## config.mk

```make
export PLATFORM = sky130hd
export DESIGN_NAME = div_unit_flat
export DESIGN_NICKNAME = d
export VERILOG_FILES = /design/src/rtl/div_pkg.sv /design/src/rtl/div_if.sv /design/src/rtl/div_step.sv /design/src/rtl/div_unit.sv /design/src/flat_wrapper.sv
export SDC_FILE = /design/constraint.sdc
export NUM_CORES = 1
export LEC_CHECK = 0
export ABC_AREA = 1
export CORE_MARGIN = 2
export CORE_UTILIZATION = 30
export DETAILED_ROUTE_END_ITERATION = 8
export PLACE_DENSITY = 0.57
export SLEW_MARGIN = 20
export SYNTH_ARGS = -nofsm -noshare
export SYNTH_HDL_FRONTEND = slang
export SYNTH_SLANG_ARGS = --single-unit
```

## constraint.sdc

```tcl
create_clock -name clk -period 3.7 [get_ports clk]
set_input_delay 0.74 -clock clk [delete_from_list [all_inputs] [get_ports clk]]
set_output_delay 0.74 -clock clk [all_outputs]
set_load 0.03 [all_outputs]
```

## src/rtl/div_pkg.sv

```systemverilog
// ---------------------------------------------------------------------------
// div_pkg
// Shared definitions for the sequential signed divider (div_unit) and its
// single restoring-iteration helper (div_step).
//   div_state_t : control FSM states IDLE / CALC / FIX / DONE
//   DIV_W       : operand and result width; also the number of CALC steps
//   CNT_W       : width of the iteration counter
// ---------------------------------------------------------------------------
package div_pkg;

    localparam int DIV_W = 32;

    // One extra bit so the counter can hold DIV_W itself without wrapping.
    localparam int CNT_W = $clog2(DIV_W) + 1;

    typedef enum logic [1:0] {
        IDLE = 2'd0,
        CALC = 2'd1,
        FIX  = 2'd2,
        DONE = 2'd3
    } div_state_t;

endpackage

```

## src/rtl/div_if.sv

```systemverilog
// ---------------------------------------------------------------------------
// div_if
// Request/result bundle between the control unit and the divider.
//   div_start        : one-cycle start request (control unit -> divider)
//   dividend/divisor : signed operands (rs / rt), sampled on the start edge
//   hi_out / lo_out  : remainder / quotient (divider -> HI/LO registers)
//   div_busy         : operation in flight
//   div_done         : one-cycle completion pulse
//   div_zero         : divide-by-zero flag, pulsed with div_done
// The master modport is the control unit side, the slave modport the divider.
// ---------------------------------------------------------------------------
interface div_if
    import div_pkg::*;
    #(parameter int DATA_W = DIV_W)
    ();

    logic              div_start;
    logic [DATA_W-1:0] dividend;
    logic [DATA_W-1:0] divisor;
    logic [DATA_W-1:0] hi_out;
    logic [DATA_W-1:0] lo_out;
    logic              div_busy;
    logic              div_done;
    logic              div_zero;

    modport master (
        output div_start,
        output dividend,
        output divisor,
        input  hi_out,
        input  lo_out,
        input  div_busy,
        input  div_done,
        input  div_zero
    );

    modport slave (
        input  div_start,
        input  dividend,
        input  divisor,
        output hi_out,
        output lo_out,
        output div_busy,
        output div_done,
        output div_zero
    );

endinterface

```

## src/rtl/div_step.sv

```systemverilog
// ---------------------------------------------------------------------------
// div_step
// One iteration of unsigned restoring division, purely combinational.
//   rem         : current partial remainder (always < divisor_abs)
//   quo         : dividend bits still to be consumed / quotient bits produced
//   divisor_abs : magnitude of the divisor
//   rem_next    : partial remainder after this step
//   quo_next    : {quo shifted left, new quotient bit}
// ---------------------------------------------------------------------------
module div_step
    import div_pkg::*;
    #(parameter int DATA_W = DIV_W)
    (
        input  logic [DATA_W-1:0] rem,
        input  logic [DATA_W-1:0] quo,
        input  logic [DATA_W-1:0] divisor_abs,
        output logic [DATA_W-1:0] rem_next,
        output logic [DATA_W-1:0] quo_next
    );

    // The shifted remainder is kept one bit wider than the data path so the
    // comparison against the divisor stays exact even for a divisor
    // magnitude of 2^(DATA_W-1).
    logic [DATA_W:0] shifted;
    logic [DATA_W:0] trial;
    logic            fits;

    // Shift the next dividend bit into the remainder, try subtracting the
    // divisor, and keep the difference only when it did not go negative.
    always_comb begin
        shifted  = {rem, quo[DATA_W-1]};
        trial    = shifted - {1'b0, divisor_abs};
        fits     = (shifted >= {1'b0, divisor_abs});
        rem_next = fits ? trial[DATA_W-1:0] : shifted[DATA_W-1:0];
        quo_next = {quo[DATA_W-2:0], fits};
    end

endmodule

```

## src/rtl/div_unit.sv

```systemverilog
// ---------------------------------------------------------------------------
// div_unit
// Sequential signed divider with MIPS div semantics: quotient truncates
// toward zero (lo_out), remainder takes the dividend's sign (hi_out).
// Operands are reduced to magnitudes, divided by DATA_W restoring steps,
// then the signs are restored in a single FIX cycle.
//   clk   : system clock, rising edge
//   reset : synchronous, active-high; aborts any operation in flight
//   bus   : div_if slave side (start, operands, hi/lo results, busy,
//           done and divide-by-zero pulses)
// ---------------------------------------------------------------------------
module div_unit
    import div_pkg::*;
    #(parameter int DATA_W = DIV_W)
    (
        input  logic  clk,
        input  logic  reset,
        div_if.slave  bus
    );

    div_state_t        state;
    div_state_t        state_next;

    logic [CNT_W-1:0]  counter;
    logic [DATA_W-1:0] rem;
    logic [DATA_W-1:0] quo;
    logic [DATA_W-1:0] divisor_abs;
    logic              sign_q;
    logic              sign_r;
    logic              zero_flag;
    logic [DATA_W-1:0] hi_q;
    logic [DATA_W-1:0] lo_q;

    logic [DATA_W-1:0] rem_next;
    logic [DATA_W-1:0] quo_next;

    logic              busy_c;
    logic              done_c;
    logic              zero_c;

    logic              divisor_is_zero;

    assign divisor_is_zero = (bus.divisor == '0);

    div_step #(.DATA_W(DATA_W)) u_step (
        .rem         (rem),
        .quo         (quo),
        .divisor_abs (divisor_abs),
        .rem_next    (rem_next),
        .quo_next    (quo_next)
    );

    // State register; reset wins over everything, including a running
    // division, whose partial result is simply dropped.
    always_ff @(posedge clk) begin
        if (reset) begin
            state <= IDLE;
        end else begin
            state <= state_next;
        end
    end

    // Next-state and status outputs. A zero divisor skips the iteration
    // entirely and lands in DONE so the flag appears one cycle after start.
    // A start seen outside IDLE is dropped, never queued.
    always_comb begin
        state_next = state;
        busy_c     = 1'b0;
        done_c     = 1'b0;
        zero_c     = 1'b0;
        case (state)
            IDLE: begin
                if (bus.div_start) begin
                    state_next = divisor_is_zero ? DONE : CALC;
                end
            end
            CALC: begin
                busy_c = 1'b1;
                if (counter == CNT_W'(DATA_W - 1)) begin
                    state_next = FIX;
                end
            end
            FIX: begin
                busy_c     = 1'b1;
                state_next = DONE;
            end
            DONE: begin
                done_c     = 1'b1;
                zero_c     = zero_flag;
                state_next = IDLE;
            end
            default: begin
                state_next = IDLE;
            end
        endcase
    end

    // Datapath. The start edge captures magnitudes and the two sign bits so
    // later operand changes cannot disturb the running division. The
    // dividend magnitude is loaded into quo, whose top bit is shifted into
    // the remainder each CALC step while quotient bits fill in from below.
    // hi/lo only change in FIX, so a divide-by-zero leaves them untouched.
    always_ff @(posedge clk) begin
        if (reset) begin
            counter     <= '0;
            rem         <= '0;
            quo         <= '0;
            divisor_abs <= '0;
            sign_q      <= 1'b0;
            sign_r      <= 1'b0;
            zero_flag   <= 1'b0;
            hi_q        <= '0;
            lo_q        <= '0;
        end else begin
            case (state)
                IDLE: begin
                    if (bus.div_start) begin
                        zero_flag <= divisor_is_zero;
                        if (!divisor_is_zero) begin
                            quo         <= bus.dividend[DATA_W-1] ? -bus.dividend : bus.dividend;
                            divisor_abs <= bus.divisor[DATA_W-1]  ? -bus.divisor  : bus.divisor;
                            sign_q      <= bus.dividend[DATA_W-1] ^ bus.divisor[DATA_W-1];
                            sign_r      <= bus.dividend[DATA_W-1];
                            rem         <= '0;
                            counter     <= '0;
                        end
                    end
                end
                CALC: begin
                    rem     <= rem_next;
                    quo     <= quo_next;
                    counter <= counter + 1'b1;
                end
                FIX: begin
                    lo_q <= sign_q ? -quo : quo;
                    hi_q <= sign_r ? -rem : rem;
                end
                default: begin
                end
            endcase
        end
    end

    assign bus.hi_out   = hi_q;
    assign bus.lo_out   = lo_q;
    assign bus.div_busy = busy_c;
    assign bus.div_done = done_c;
    assign bus.div_zero = zero_c;

endmodule

```

## src/flat_wrapper.sv

```systemverilog
// flat-port wrapper written by rule: the top's interface ports become plain ports
module div_unit_flat import div_pkg::*;
#(parameter int DATA_W = DIV_W)
  (clk, reset, bus_div_start, bus_dividend, bus_divisor, bus_hi_out, bus_lo_out, bus_div_busy, bus_div_done, bus_div_zero);
  div_if #(.DATA_W(DATA_W)) bus_i ();
  input  logic clk;
  input  logic reset;
  input wire logic [$bits(bus_i.div_start)-1:0] bus_div_start;
  input wire logic [$bits(bus_i.dividend)-1:0] bus_dividend;
  input wire logic [$bits(bus_i.divisor)-1:0] bus_divisor;
  output wire logic [$bits(bus_i.hi_out)-1:0] bus_hi_out;
  output wire logic [$bits(bus_i.lo_out)-1:0] bus_lo_out;
  output wire logic [$bits(bus_i.div_busy)-1:0] bus_div_busy;
  output wire logic [$bits(bus_i.div_done)-1:0] bus_div_done;
  output wire logic [$bits(bus_i.div_zero)-1:0] bus_div_zero;
  assign bus_i.div_start = bus_div_start;
  assign bus_i.dividend = bus_dividend;
  assign bus_i.divisor = bus_divisor;
  assign bus_hi_out = bus_i.hi_out;
  assign bus_lo_out = bus_i.lo_out;
  assign bus_div_busy = bus_i.div_busy;
  assign bus_div_done = bus_i.div_done;
  assign bus_div_zero = bus_i.div_zero;
  div_unit #(.DATA_W(DATA_W)) u_core (.clk(clk), .reset(reset), .bus(bus_i));
endmodule
```

# == Word level (Yosys, flattened, before mapping) ==
# Cells that the tools add are included.
# op_classes
addsub,6
multipliers,0
div_mod_pow,0
n_lt_le_gt_ge,1
n_eq_ne,7
shifts,0
n_mux,21
bitwise,2
n_reduce_logical,8
# ops
operator,count
$mux W32,9
$neg A32 Y32,4
$pmux W32 S2,2
$ge A33 B32 Y1,1
$logic_not A32 Y1,1
$sub A32 B32 Y32,1
$mux W6,2
$pmux W6 S2,1
$pmux W2 S4,1
$add A6 B1 Y6 const B,1
$eq A6 B5 Y1 const B,1
$mux W2,3
$reduce_and A3 Y1,2
$eq A2 B2 Y1 const B,2
$ne A2 B2 Y1 const B,2
$reduce_and A2 Y1,2
$mux W1,3
$eq A2 B1 Y1 const B,1
$logic_not A2 Y1,1
$ne A2 B1 Y1 const B,1
$reduce_bool A2 Y1,1
$reduce_or A2 Y1,1
$not A1 Y1,1
$xor A1 B1 Y1,1
# totals
reg_bits,171
latch_bits,0
ram_bits,0
romBits,0
out_inout_bits,67
memories,0

# == Longest topological paths before layout ==
# Gate-level depths: netlist of run 1.
# depth
ltp_word,5
mapped_depth,16
ltp_nobuf,16

# == Modules after synthesis ==
# A second synthesis of run 1 with hierarchy kept.
# unflattened
cells_unflattened,2381
area_unflattened_um2,13802.0
# modules_own_cells
module,n_inst,cells_per_inst,area_each_um2,seq_area_each_um2
div_unit,1,1694,10349.9,3423.3
div_step,1,687,3452.1,0.0

# == Least setup slack after synthesis of run 1 ==
# Ideal clock, no wire load.
# synth_path
path_type,input-to-reg
from,input port bus_divisor[0]
to,register u_core.quo[20]
arrival_ps,2066
required_ps,3585
slack_ps,1518
stages,14
path_cell_list,inv_1 ha_1 nand2_2 nor2_2 nand2_1 nor2_4 nor2_4 nand2_8 nand2_4 inv_2 buf_6 buf_6 o21ai_0 inv_1
# synth_via
elab_chain_cells,3
# synth_rtl
item,line,text
from (decl),flat_wrapper.sv:10,input wire logic [$bits(bus_i.divisor)-1:0] bus_divisor;
$logic_not A32 Y1,div_unit.sv:43,assign divisor_is_zero = (bus.divisor == '0);
$ne A2 B2 Y1 (no line),--,
$reduce_and A3 Y1 (no line),--,
to (signal assigned),div_unit.sv:120,quo <= bus.dividend[DATA_W-1] ? -bus.dividend : bus.dividend;
to (signal assigned),div_unit.sv:131,quo <= quo_next;
to (decl),div_unit.sv:26,logic [DATA_W-1:0] quo;
# No other way between the ends.
# A chain may end at the register's enable or synchronous reset.

# == Worst setup path after layout of run 1 ==
# layout_path
from,input port bus_divisor[0]
to,register u_core.rem[30]
# layout_via
elab_chain_cells,3
# layout_rtl
item,line,text
$logic_not A32 Y1,div_unit.sv:43,
$ne A2 B2 Y1 (no line),--,
$reduce_and A3 Y1 (no line),--,
to (signal assigned),div_unit.sv:130,rem <= rem_next;
to (decl),div_unit.sv:25,logic [DATA_W-1:0] rem;
# No other way between the ends.

==> impl_metrics.toml, run 1 <==
[detailed_routing]
ant_nets = 0
routed_wl_um = 44800
drc = 0
drt_iter0_markers = 970
vias = 13600
via_per_inst = 4.91
wl_per_cell_um = 16.1
drt_first_pass_iters = 5

[floorplanning]
io_pins = 134
initial_core_util_pct = 30.5
die_x_um = 211
dieArea_um2 = 44400
num_rows = 75
dieHeight_um = 211
core_area_um2 = 42000

[clocking]
root_buffer = "clkbuf_16"
cts_resized = 0
clk_latency_ps = 450
clock-sinks = 171
cts_buffers = 17
cts_setup_buffers = 0
htree_levels = 4
cts_buffer_depth = 2
cts.reportedPaths.clkPinSlew_ps = 70
cts_tree = "done"
cts_hold_buffers = 0

[logic_synthesis]
syn-num-nets = 2246
syn-cell-area_um2 = 12800
async_flop_share_pct = 0
synth_cell_types = 50
synth_edf_count = 0
avgSynthCellArea_um2 = 6.01
synthFlopType = "dfxtp_1"
syn_inst = 2136
ys_seq_area_share_pct = 26.7
synth.yosys.warnings = 0
ys_seq_elements = 171

[setup_path]
reg2reg_depth = 12
reg2reg_to = "u_core.rem[30]"
rrSetupSlack_ps = 940
endpoint_kind = "flop"
critPathMaxFanout = 36
reg2reg_from = "u_core.rem[8]"
critPathRequiredTime_ps = 4080
worstPathArrival_ps = 3270
critPathKind = "in -> reg"
start_kind = "primary input"

[pwr]
powerDensity_nw_per_um2 = 660
finalPower_uw = 10000
ir_drop_mv = 0.398
leakagePower_uw = 0.00723

[final_layout]
stdcell_area_um2 = 15200
n_fill_cell = 4571
n_antenna_cell = 0
final_net_count = 2339
most-common-layout-cells = "nand2_1, inv_1, nor2_1"
synthToLayoutAreaGrowth_pct = 18.3
final_common_cell = "nand2_1"
layout-drive-gt1-share_pct = 4.24

[flow_run]
max_cap_viol_count = 0

[placement]
place_ws_ps = 355
io_buffers = 133
globalplace.congestion = 0.917
dp_hpwl_um = 35800
placedInstanceArea_um2 = 14600

[hold_path]
min-delay-start = "u_core.bus.hi_out[22]"
hold_path_class = "reg -> reg"
holdPathStages = 2
whs_endpoint = "u_core.bus.hi_out[22]"

[timing]
rsz0062_at_grt = "no"
clock.fmax_mhz = 346
finClkSkew_ps = 12.1
fin_tns_setup_ps = 0
slew_headroom_pct = 36.8
min_period_over_period_pct = 78.2
drv_slew = 0
tightestPinTransition_ps = 946
setup_viol = 0
hold_viol = 0
hold_slack_ps = 486
period_needed_ps = 2890
setup_slack_ps = 806

[grt]
grt_pass1_wl_um = 70100
grt_pass1_vias = 12600
antenna_found_initial = 0
grt_use_total_pct = 20.1
grt_max_degree = 62
grt_remaining_overflow = 0

[run_status]
status = "finished, final reports clean"
state kept, by name (all words and copies together), names as in the netlist:
name,flops
u_core.bus.hi_out,32
u_core.bus.lo_out,32
u_core.divisor_abs,32
u_core.quo,32
u_core.rem,32
u_core.counter,6
u_core.state,2
u_core.sign_q,1
u_core.sign_r,1
u_core.zero_flag,1
critical path, stage by stage:
cell and delay [ps]:
clkdlybuf4s50_1 450, inv_1 60, ha_1 220, nand2_2 110, nor2_2 60, nand2_1 170, o21ai_1 150, a21oi_4 770
nand2_2 240, nand2_1 120, nand2_1 60, a21oi_2 110
cell usage after synthesis, types with 3 or more instances:
library cell | count | area [µm²]
ha_1 | 42 | 526
inv_2 | 4 | 15.0
nor2_1 | 243 | 912
o21ai_1 | 6 | 30.0
and2_1 | 5 | 31.3
o221ai_1 | 18 | 158
nor3_2 | 3 | 30.0
o211ai_1 | 22 | 165
buf_4 | 3 | 22.5
a21oi_1 | 130 | 651
buf_2 | 10 | 50.1
nor2_2 | 9 | 56.3
nand2_2 | 6 | 37.5
o31ai_1 | 5 | 37.5
nand4_1 | 27 | 169
o21bai_1 | 3 | 22.5
inv_1 | 338 | 1270
nand3b_1 | 12 | 90.1
o21ai_0 | 111 | 556
nor2_4 | 3 | 33.8
a31oi_1 | 4 | 25.0
or2_2 | 5 | 31.3
clkbuf_1 | 49 | 184
buf_1 | 5 | 18.8
nor3_1 | 24 | 120
dfxtp_1 | 171 | 3420
xor2_1 | 43 | 377
buf_8 | 3 | 45.0
buf_6 | 5 | 56.3
xnor2_1 | 29 | 254
nand3_1 | 169 | 846
nand2_1 | 573 | 2150
a21oi_2 | 8 | 70.1
o22ai_1 | 23 | 144
nor4_1 | 4 | 25.0
cell families (layout without fill, tap and decap cells):
family                     after synthesis  count (layout)  share of synthesized area, %
and+or+nand+nor                       1091            1091                          36.0
buffers and inverters                  419             525                          13.0
AOI/OAI and AO/OA                      340             340                          15.2
DFF                                    171             171                          26.7
xor gates and xnor gates                72              72                          4.92
adders and majority gates               43              43                          4.25
final cells by class:
class                      instances  area [µm²]  share of cell area (%)
multi-input combinational       1546        7750                    51.1
clock buffer                      18         429                    2.83
inverter                         344        1290                    8.51
clock inverter                    14         164                    1.08
timing repair buffer             149        1450                    9.53
sequential                       171        3420                    22.6
tap                              539         674                    4.44
metal layers:
| layer | wire, µm | up-vias | GRT usage (%) |
|---|---|---|---|
| met3 | 1980 | 36 | 2.78 |
| met1 | 21600 | 6284 | 27.9 |
| met4 | 758 | 0 | 5.34 |
| met2 | 20400 | 323 | 32.7 |
| met5 | 0 | - | 0 |
| li1 | - | 7001 | - |
worst max-delay path by stage:
stage,cells past startpoint,to,start
floorplan,14,u_core.quo[20],bus_divisor[0]
global placement,12,u_core.rem[30],bus_divisor[0]
detailed placement,12,u_core.rem[30],bus_divisor[0]
CTS,12,u_core.rem[30],bus_divisor[0]
global route,12,u_core.rem[30],bus_divisor[0]
finish,12,u_core.rem[30],bus_divisor[0]
where the power goes:
group          switching [µW]  internal (µW)  total (µW)  leakage (µW)
Sequential                319           2090        2410       0.00139
Clock                     858           1010        1870      0.000285
Combinational            3880           1850        5730       0.00555
Total                    5060           4960       10000       0.00723
per-stage QoR:
step,util [%],std cells
finish,36.1,2781
CTS,36.1,2781
global route,36.1,2781
global placement,34.7,2749
floorplan,-,2136
detailed placement,34.7,2749
No activity file was read; power rests on OpenSTA's default activity.
==> run 2, diff against run 1 <==
PLACE_DENSITY = 0.58   (was 0.57)
clock period = 2.5 ns   (was 3.7 ns; I/O delays follow)
==> run 2 against run 1 <==
Compared with the run above:
- global-route usage about the same
- worst hold slack improved by 1.4 ps
- non-clock buffer count rose by 102
- sequential power is 45% higher
- combinational power rose by 64%
==> impl_metrics.toml, run 2 (synthesized netlist as in run 1, its figures left out) <==
[detailed_routing]
drc = 0
ant_nets = 0
wl_per_cell_um = 15.7
vias = 14000
routed_wl_um = 45300
via_per_inst = 4.86
drt_first_pass_iters = 6
drt_iter0_markers = 1012

[setup_path]
worstPathArrival_ps = 2670
start_kind = "flop"
reg2reg_depth = 15
reg2reg_to = "u_core.rem[19]"
reg2reg_from = "u_core.divisor_abs[6]"
critPathRequiredTime_ps = 2810
critPathMaxFanout = 24
critPathKind = "reg -> reg"
endpoint_kind = "flop"
rrSetupSlack_ps = 140

[floorplanning]
core_area_um2 = 42000
dieArea_um2 = 44400
io_pins = 134
dieHeight_um = 211
num_rows = 75
initial_core_util_pct = 30.5
die_x_um = 211

[grt]
grt_use_met3_pct = 2.13
use_met1_pct = 27.7
grt_max_degree = 111
grt_use_total_pct = 20.1
grt_pass1_wl_um = 70600
antenna_found_initial = 0
grt_pass1_vias = 13000
grt_busiest_layer = "met2"
grt_remaining_overflow = 0
grt_use_met2_pct = 33.8

[timing]
rsz0062_at_grt = "no"
drv_slew = 0
finClkSkew_ps = 13.7
setup_viol = 0
hold_viol = 0
slew_headroom_pct = 54.9
clock.fmax_mhz = 424
tightestPinTransition_ps = 670
min_period_over_period_pct = 94.4
period_needed_ps = 2360
setup_slack_ps = 139
hold_slack_ps = 487

[placement]
dp_hpwl_um = 36600
place_ws_ps = -100
globalplace.congestion = 0.936
io_buffers = 133

[clocking]
root_buffer = "clkbuf_16"
cts_buffers = 17
cts_buffer_depth = 2
cts_resized = 0
clock-sinks = 171
clk_latency_ps = 440
cts.reportedPaths.clkPinSlew_ps = 70
htree_levels = 4
cts_hold_buffers = 0
cts_tree = "done"
cts_setup_buffers = 0

[flow_run]
max_cap_viol_count = 0

[final_layout]
layout-drive-gt1-share_pct = 9.39
n_fill_cell = 4470
n_antenna_cell = 0
synthToLayoutAreaGrowth_pct = 26.6
final_common_cell = "nand2_1"
most-common-layout-cells = "nand2_1, inv_1, nor2_1"
final_net_count = 2441

[run_status]
status = "finished, final reports clean"

[pwr]
comb_power_share_pct = 60.4
leakagePower_uw = 0.00780
p_int_uw = 7870
p_switching_uw = 7690
swShare_pct = 49.4
finalPower_uw = 15600
powerDensity_nw_per_um2 = 958
ir_drop_mv = 0.582
power_frac_seq_pct = 22.5
p_clk_share_pct = 17.2

[hold_path]
whs_endpoint = "u_core.bus.lo_out[8]"
min-delay-start = "u_core.bus.lo_out[8]"
hold_path_class = "reg -> reg"
holdPathStages = 2
-- run 2: metal layers --
| metal | routed length (µm) | share of wire (%) |
|---|---|---|
| met1 | 21600 | 48 |
| met5 | 0 | 0 |
| met3 | 2130 | 4.7 |
| met4 | 613 | 1.4 |
| met2 | 21000 | 46 |
-- run 2: how the worst max path moves through the flow --
| stage | start | end | slack [ps] | depth (start not counted) |
|---|---|---|---|---|
| floorplan | bus_divisor[0] | u_core.quo[20] | 560 | 14 |
| global placement | bus_divisor[0] | u_core.divisor_abs[24] | -70 | 13 |
| detailed placement | bus_divisor[0] | u_core.divisor_abs[0] | -100 | 14 |
| CTS | u_core.state[1] | bus_div_busy | 2 | 3 |
| global route | u_core.quo[31] | u_core.rem[30] | 7 | 16 |
| finish | u_core.divisor_abs[6] | u_core.rem[19] | 140 | 15 |
-- run 2: power by group through the flow --
stage / logic, µW / clock network, µW / registers, µW
2_1_floorplan: 6160 / 0 / 3560
6_report: 9400 / 2670 / 3490
3_5_place_dp: 9110 / 0 / 3540
5_1_grt: 10500 / 2840 / 3530
3_3_place_gp: 9050 / 0 / 3540
4_1_cts: 9160 / 2710 / 3480
-- run 2: final cells by class --
type	instances	area, µm²	share of cell area (%)
clock buffer	18	439	2.70
sequential	171	3420	21.1
inverter	344	1290	7.95
multi-input combinational	1546	7910	48.7
tap	539	674	4.15
clock inverter	14	150	0.924
timing repair buffer	251	2360	14.5
-- run 2: critical path: stages, from the launching register on --
cell	delay, ps
dfxtp_1	310
inv_1	150
ha_4	340
nand2_1	90
nor2_1	180
buf_4	170
nand2_1	50
nor2_1	100
nand3_1	130
nand3_2	130
nor2_4	50
nand2_4	130
buf_12	170
nand2_1	100
nand3_1	80
a21oi_1	60
-- run 2: metrics by stage --
step                TNS [ps]  area [µm²]  utilization (%)  std cells
floorplan                  0       12800                -       2136
global placement        -245       15500             36.8       2851
detailed placement     -2480       15500             36.8       2851
CTS                        0       16100             38.2       2883
global route               0       16200             38.6       2883
finish                     0       16200             38.6       2883
